===== src/rtl/palette_decoder_if.sv =====
// Stream bundle for palette_decoder: packed-index words in,
// 24-bit {r,g,b} pixels out, plus the busy status flag.
interface palette_decoder_if #(
  parameter int PIX_PER_WORD = 8
);
  logic                      s_valid;
  logic                      s_ready;
  logic [4*PIX_PER_WORD-1:0] s_data;
  logic                      s_last;
  logic                      m_valid;
  logic                      m_ready;
  logic [23:0]               m_rgb;
  logic                      m_transparent;
  logic                      m_last;
  logic                      busy;

  modport slave (
    input  s_valid, s_data, s_last, m_ready,
    output s_ready, m_valid, m_rgb, m_transparent, m_last, busy
  );

  modport master (
    output s_valid, s_data, s_last, m_ready,
    input  s_ready, m_valid, m_rgb, m_transparent, m_last, busy
  );
endinterface


===== src/rtl/palette_decoder.sv =====
// Unpacks 4-bit palette indices into {r,g,b} pixels, one per clock.
// Define PALETTE_WRITE_EN for a writable palette with pal_* ports.
module palette_decoder #(
  parameter int PIX_PER_WORD = 8
) (
  input  logic               clk,
  input  logic               reset,
`ifdef PALETTE_WRITE_EN
  input  logic               pal_we,
  input  logic [3:0]         pal_addr,
  input  logic [23:0]        pal_data,
`endif
  palette_decoder_if.slave   bus
);

  localparam int W     = 4 * PIX_PER_WORD;
  localparam int CNT_W = $clog2(PIX_PER_WORD);
  localparam logic [CNT_W-1:0] CNT_MAX = CNT_W'(PIX_PER_WORD - 1);
  localparam logic [23:0] KEY = 24'hFF00FF;

  typedef struct packed {
    logic [7:0] r;
    logic [7:0] g;
    logic [7:0] b;
  } rgb_t;

  function automatic rgb_t default_color(input logic [3:0] i);
    case (i)
      4'd0:    return 24'hFF00FF;
      4'd1:    return 24'h87CEEB;
      4'd2:    return 24'h5DADE2;
      4'd3:    return 24'h7FC83F;
      4'd4:    return 24'h55A02F;
      4'd5:    return 24'h6B4A2F;
      4'd6:    return 24'h8B653F;
      4'd7:    return 24'hA07A50;
      4'd8:    return 24'h707070;
      4'd9:    return 24'h202020;
      4'd10:   return 24'h505050;
      4'd11:   return 24'hC0C0C0;
      4'd12:   return 24'hFF0000;
      4'd13:   return 24'h1E90FF;
      4'd14:   return 24'hFFCC00;
      default: return 24'hFFFFFF;
    endcase
  endfunction

  logic [W-1:0]     buf_data_q, buf_data_d;
  logic             buf_last_q, buf_last_d;
  logic             buf_valid_q, buf_valid_d;
  logic [CNT_W-1:0] pix_cnt_q, pix_cnt_d;
  logic             m_valid_q, m_valid_d;
  rgb_t             m_rgb_q, m_rgb_d;
  logic             m_trans_q, m_trans_d;
  logic             m_last_q, m_last_d;

  logic             last_pix;
  logic             advance;
  logic             s_ready;
  logic [W-1:0]     shifted;
  logic [3:0]       idx;
  rgb_t             color;

`ifdef PALETTE_WRITE_EN
  rgb_t pal_q [16];
  rgb_t pal_d [16];

  // Palette write port; reset reloads defaults and overrides writes
  always_comb begin
    for (int i = 0; i < 16; i++) pal_d[i] = pal_q[i];
    if (pal_we) pal_d[pal_addr] = pal_data;
  end

  // Palette register file
  always_ff @(posedge clk) begin
    if (reset) begin
      for (int i = 0; i < 16; i++) pal_q[i] <= default_color(4'(i));
    end else begin
      for (int i = 0; i < 16; i++) pal_q[i] <= pal_d[i];
    end
  end
`endif

  // Current index selection and colour lookup
  always_comb begin
    shifted = buf_data_q >> {pix_cnt_q, 2'b00};
    idx     = shifted[3:0];
`ifdef PALETTE_WRITE_EN
    color   = pal_q[idx];
`else
    color   = default_color(idx);
`endif
  end

  assign last_pix = (pix_cnt_q == CNT_MAX);
  assign advance  = buf_valid_q && (!m_valid_q || bus.m_ready);
  assign s_ready  = !reset && (!buf_valid_q || (advance && last_pix));

  // Next state: word buffer, pixel counter and output stage
  always_comb begin
    buf_data_d  = buf_data_q;
    buf_last_d  = buf_last_q;
    buf_valid_d = buf_valid_q;
    pix_cnt_d   = pix_cnt_q;
    m_valid_d   = m_valid_q;
    m_rgb_d     = m_rgb_q;
    m_trans_d   = m_trans_q;
    m_last_d    = m_last_q;
    if (advance) begin
      m_valid_d = 1'b1;
      m_rgb_d   = color;
      m_trans_d = (color == KEY);
      m_last_d  = buf_last_q && last_pix;
      if (last_pix) begin
        pix_cnt_d   = '0;
        buf_valid_d = 1'b0;
      end else begin
        pix_cnt_d = pix_cnt_q + CNT_W'(1);
      end
    end else if (m_valid_q && bus.m_ready) begin
      m_valid_d = 1'b0;
    end
    if (bus.s_valid && s_ready) begin
      buf_data_d  = bus.s_data;
      buf_last_d  = bus.s_last;
      buf_valid_d = 1'b1;
    end
  end

  // Pipeline registers
  always_ff @(posedge clk) begin
    if (reset) begin
      buf_data_q  <= '0;
      buf_last_q  <= 1'b0;
      buf_valid_q <= 1'b0;
      pix_cnt_q   <= '0;
      m_valid_q   <= 1'b0;
      m_rgb_q     <= '0;
      m_trans_q   <= 1'b0;
      m_last_q    <= 1'b0;
    end else begin
      buf_data_q  <= buf_data_d;
      buf_last_q  <= buf_last_d;
      buf_valid_q <= buf_valid_d;
      pix_cnt_q   <= pix_cnt_d;
      m_valid_q   <= m_valid_d;
      m_rgb_q     <= m_rgb_d;
      m_trans_q   <= m_trans_d;
      m_last_q    <= m_last_d;
    end
  end

  assign bus.s_ready       = s_ready;
  assign bus.m_valid       = m_valid_q;
  assign bus.m_rgb         = m_rgb_q;
  assign bus.m_transparent = m_trans_q;
  assign bus.m_last        = m_last_q;
  assign bus.busy          = buf_valid_q || m_valid_q;

endmodule

===== src/flat_wrapper.sv =====
// flat-port wrapper written by rule: the top's interface ports become plain ports
module palette_decoder_flat 
#(
  parameter int PIX_PER_WORD = 8
)
  (clk, reset, bus_s_valid, bus_s_data, bus_s_last, bus_m_ready, bus_s_ready, bus_m_valid, bus_m_rgb, bus_m_transparent, bus_m_last, bus_busy);
  palette_decoder_if #(.PIX_PER_WORD(PIX_PER_WORD)) bus_i ();
  input  logic clk;
  input  logic reset;
  input wire logic [$bits(bus_i.s_valid)-1:0] bus_s_valid;
  input wire logic [$bits(bus_i.s_data)-1:0] bus_s_data;
  input wire logic [$bits(bus_i.s_last)-1:0] bus_s_last;
  input wire logic [$bits(bus_i.m_ready)-1:0] bus_m_ready;
  output wire logic [$bits(bus_i.s_ready)-1:0] bus_s_ready;
  output wire logic [$bits(bus_i.m_valid)-1:0] bus_m_valid;
  output wire logic [$bits(bus_i.m_rgb)-1:0] bus_m_rgb;
  output wire logic [$bits(bus_i.m_transparent)-1:0] bus_m_transparent;
  output wire logic [$bits(bus_i.m_last)-1:0] bus_m_last;
  output wire logic [$bits(bus_i.busy)-1:0] bus_busy;
  assign bus_i.s_valid = bus_s_valid;
  assign bus_i.s_data = bus_s_data;
  assign bus_i.s_last = bus_s_last;
  assign bus_i.m_ready = bus_m_ready;
  assign bus_s_ready = bus_i.s_ready;
  assign bus_m_valid = bus_i.m_valid;
  assign bus_m_rgb = bus_i.m_rgb;
  assign bus_m_transparent = bus_i.m_transparent;
  assign bus_m_last = bus_i.m_last;
  assign bus_busy = bus_i.busy;
  palette_decoder #(.PIX_PER_WORD(PIX_PER_WORD)) u_core (.clk(clk), .reset(reset), .bus(bus_i));
endmodule

===== config.mk =====
export PLATFORM = sky130hd
export DESIGN_NAME = palette_decoder_flat
export DESIGN_NICKNAME = d
export VERILOG_FILES = /design/src/rtl/palette_decoder_if.sv /design/src/rtl/palette_decoder.sv /design/src/flat_wrapper.sv
export SDC_FILE = /design/constraint.sdc
export NUM_CORES = 1
export LEC_CHECK = 0
export BUFFER_PORTS_ARGS = -buffer_cell sky130_fd_sc_hd__buf_2
export CORE_UTILIZATION = 35
export CTS_BUF_LIST = sky130_fd_sc_hd__clkbuf_2 sky130_fd_sc_hd__clkbuf_4 sky130_fd_sc_hd__clkbuf_8
export CTS_CLUSTER_SIZE = 24
export DETAILED_ROUTE_END_ITERATION = 12
export SYNTH_ARGS = -nofsm -noshare
export SYNTH_HDL_FRONTEND = slang
export SYNTH_SLANG_ARGS = --single-unit

===== constraint.sdc =====
create_clock -name clk -period 2.8 [get_ports clk]
set_input_delay 0.14 -clock clk [delete_from_list [all_inputs] [get_ports clk]]
set_output_delay 0.14 -clock clk [all_outputs]
set_load 0.03 [all_outputs]

==> metrics.txt <==
WL final 7.21 mm; crit end category register; LEAKAGE approximately 0.0016 uW; register area share after synthesis between 40% and 50%; clock buffer depth 2; Setup Skew approximately 8 ps; area grow syn2layout 25.1%; Mapped Area around 0.0031 mm2; minimum clock period 2450 ps; Pwr per Cell Area approximately 590 mW/mm2; Place WS between 300 and 400 ps; syn_area_per_cell roughly 9 um2; required time of the worst setup path 3040 ps; layout cells sized above 1 approximately a quarter; Buf/Inv on CP 1; vias in the first global route roughly 2700; CP cell instances buf_4, mux4_2, mux2_4, xnor2_1, a221o_1, a31o_1; global-route wire length before repair 12.4 mm; die area about 0.0094 mm2; slowest CP cell dfxtp_1; Clk pin slew, worst setup/hold paths about 70 ps; worst min-delay path class primary input to register; wire per inst approximately 13 um; Post-DP HPWL between 5 and 6 mm; Vias/cell about 5.0; Sink Count 63; core area approximately 0.0087 mm2; Crit path depth 6; ys async rst share 0%; peak supply drop about 0.35 mV; routed vias 2724; Final Hold Violating Endpoints 0; worst path arrival time 2690 ps; final slew viol count 0; CTS tree built; Layout Utilization a little under half; RSZ-0062 raised after global routing no; CTS Buf Count 9; WHS between 2 and 3 ps; # diodes 0; setup TNS 0 ps; startpoint types register; Clock Latency Late Sink about 340 ps; hold path depth 3; DP Area roughly 0.0035 mm2; Placer Congestion ~0.87; Tot GR Track Use 16.2%; worst-path maximum fanout 16; # DRC 0; Initial Util around 36%; top_reg_cell synth dfxtp_1; largest net degree at the start of global routing 65; Synth cell types 46; synthesized net count 407; port buffer count 65; Congestion Overflow GR 0; outcome finished, final reports clean; FMAX between 400 and 500 MHz; FF-to-FF path depth 6; row count 34; H-tree depth 3; Die X about 97 um; critical path's top delay family multiplexers; 1st-pass router iterations 4; final net count approximately 480; ANT nets after route 0; Max Cap Viol 0; Setup CP Type register to register; Least-Margin Pin Slew between 700 and 800 ps; height of the die slightly below 100 um; met3 WL post-DR between 300 and 400 um; DR top layer met4; CP peak stage delay roughly 530 ps; Yosys warning count 0; io pins 66; Slew HR 52.1%; register bit total from synthesis between 60 and 70; antenna violations before repair 0; Design Area, Final roughly 0.0039 mm2; WL met2 about 3.5 mm; setup violators final 0; FILL cells 869; setup ws final 349 ps; Mapped Cells 358; period utilisation layout between 80% and 90%; initial DRC count 77; CTS root buffer clkbuf_8; Post-synth EDFFs 0; DRT met1 WL 3.30 mm
-- flip-flops by register name, indices dropped and copies added, names as in the netlist --
register                  count
u_core.buf_data_q            32
u_core.bus.m_rgb             23
u_core.pix_cnt_q              3
u_core.buf_last_q             1
u_core.buf_valid_q            1
u_core.bus.m_last             1
u_core.bus.m_transparent      1
u_core.bus.m_valid            1
-- Yosys cell counts, types with 2 or more instances --
cell / count / area, um2
nor2_1: 23 / 86.3
a211oi_1: 3 / 22.5
mux4_2: 8 / 180
nor3_1: 5 / 25.0
clkbuf_1: 20 / 75.1
nand2b_1: 35 / 219
o21ai_0: 40 / 200
o211ai_1: 3 / 22.5
o31ai_1: 2 / 15.0
a21o_1: 2 / 15.0
inv_1: 4 / 15.0
ha_1: 12 / 150
nor3b_1: 3 / 22.5
buf_6: 5 / 56.3
mux2i_1: 6 / 60.1
nor3_2: 2 / 20.0
mux2i_4: 2 / 45.0
a311oi_1: 4 / 35.0
nand3b_1: 2 / 15.0
a221o_1: 2 / 20.0
o311ai_1: 2 / 17.5
nand2_1: 57 / 214
buf_4: 2 / 15.0
dfxtp_1: 63 / 1260
inv_2: 2 / 7.51
mux2i_2: 2 / 27.5
o21ai_1: 4 / 20.0
nand3_1: 3 / 15.0
nor2_2: 2 / 12.5
a21oi_1: 21 / 105
and2_1: 2 / 12.5
-- cell families after synthesis --
| logic type | synth area share, % |
|---|---|
| simple gates | 21.4 |
| buf+inv | 5.70 |
| mux | 10.4 |
| fa+ha+maj | 4.78 |
| flops | 40.2 |
| compound gates | 17.3 |
| xor+xnor | 0.279 |
-- through the flow --
step	instances	total power [uW]
2_1_floorplan	358	1380
3_3_place_gp	512	1500
3_5_place_dp	512	1510
4_1_cts	547	2320
5_1_grt	547	2420
6_report	547	2300
-- metal layers --
metal	vias to the layer above	global-route usage (%)
li1	1384	-
met1	1271	19.8
met2	60	27.4
met3	9	4.62
met4	0	5.05
met5	-	0
-- layout by cell type (no fill, tap or decap), types with 3 or more instances in the layout --
cell type / instances
a21oi_1: 21
nor3_1: 5
a211oi_1: 3
nand2_1: 57
mux2i_1: 6
a311oi_1: 4
inv_1: 4
mux4_2: 8
buf_4: 9
dfxtp_1: 63
buf_2: 65
clkbuf_8: 10
ha_1: 12
nor2_1: 23
o21ai_0: 40
dlygate4sd3_1: 19
clkinvlp_4: 3
nand3_1: 3
o211ai_1: 3
o21ai_1: 4
nand2b_1: 35
-- tightest hold or removal path: stages --
cell and delay [ps]:
buf_2 80, nand2_1 40, o21ai_0 60
-- layout make-up --
cell class	instances	area [um2]	area share (%)
multi-input combinational	260	1710	43.4
inverter	6	22.5	0.573
sequential	63	1260	32.1
clock inverter	5	57.6	1.46
clock buffer	11	145	3.69
timing repair buffer	94	603	15.3
tap	108	135	3.44
-- report_power, final --
part | switching [uW] | internal, uW
registers | 39.9 | 967
logic | 297 | 203
clock network | 350 | 443
-- timing repair --
action	CTS	global route
hold buffers	19	0
hold endpoints to repair	19	0
resized for setup	0	0
setup buffers	0	0
-- worst paths after layout --
kind,from,endpoint,slack [ps]
worst max-delay path,u_core.pix_cnt_q[0],u_core.bus.m_transparent,350
worst min-delay path,bus_s_data[31],u_core.buf_data_q[31],3
worst max register to register,u_core.pix_cnt_q[0],u_core.bus.m_transparent,350
worst min register to register,u_core.bus.m_rgb[19],u_core.bus.m_rgb[19],450
Power figures use the tool's default switching activity.
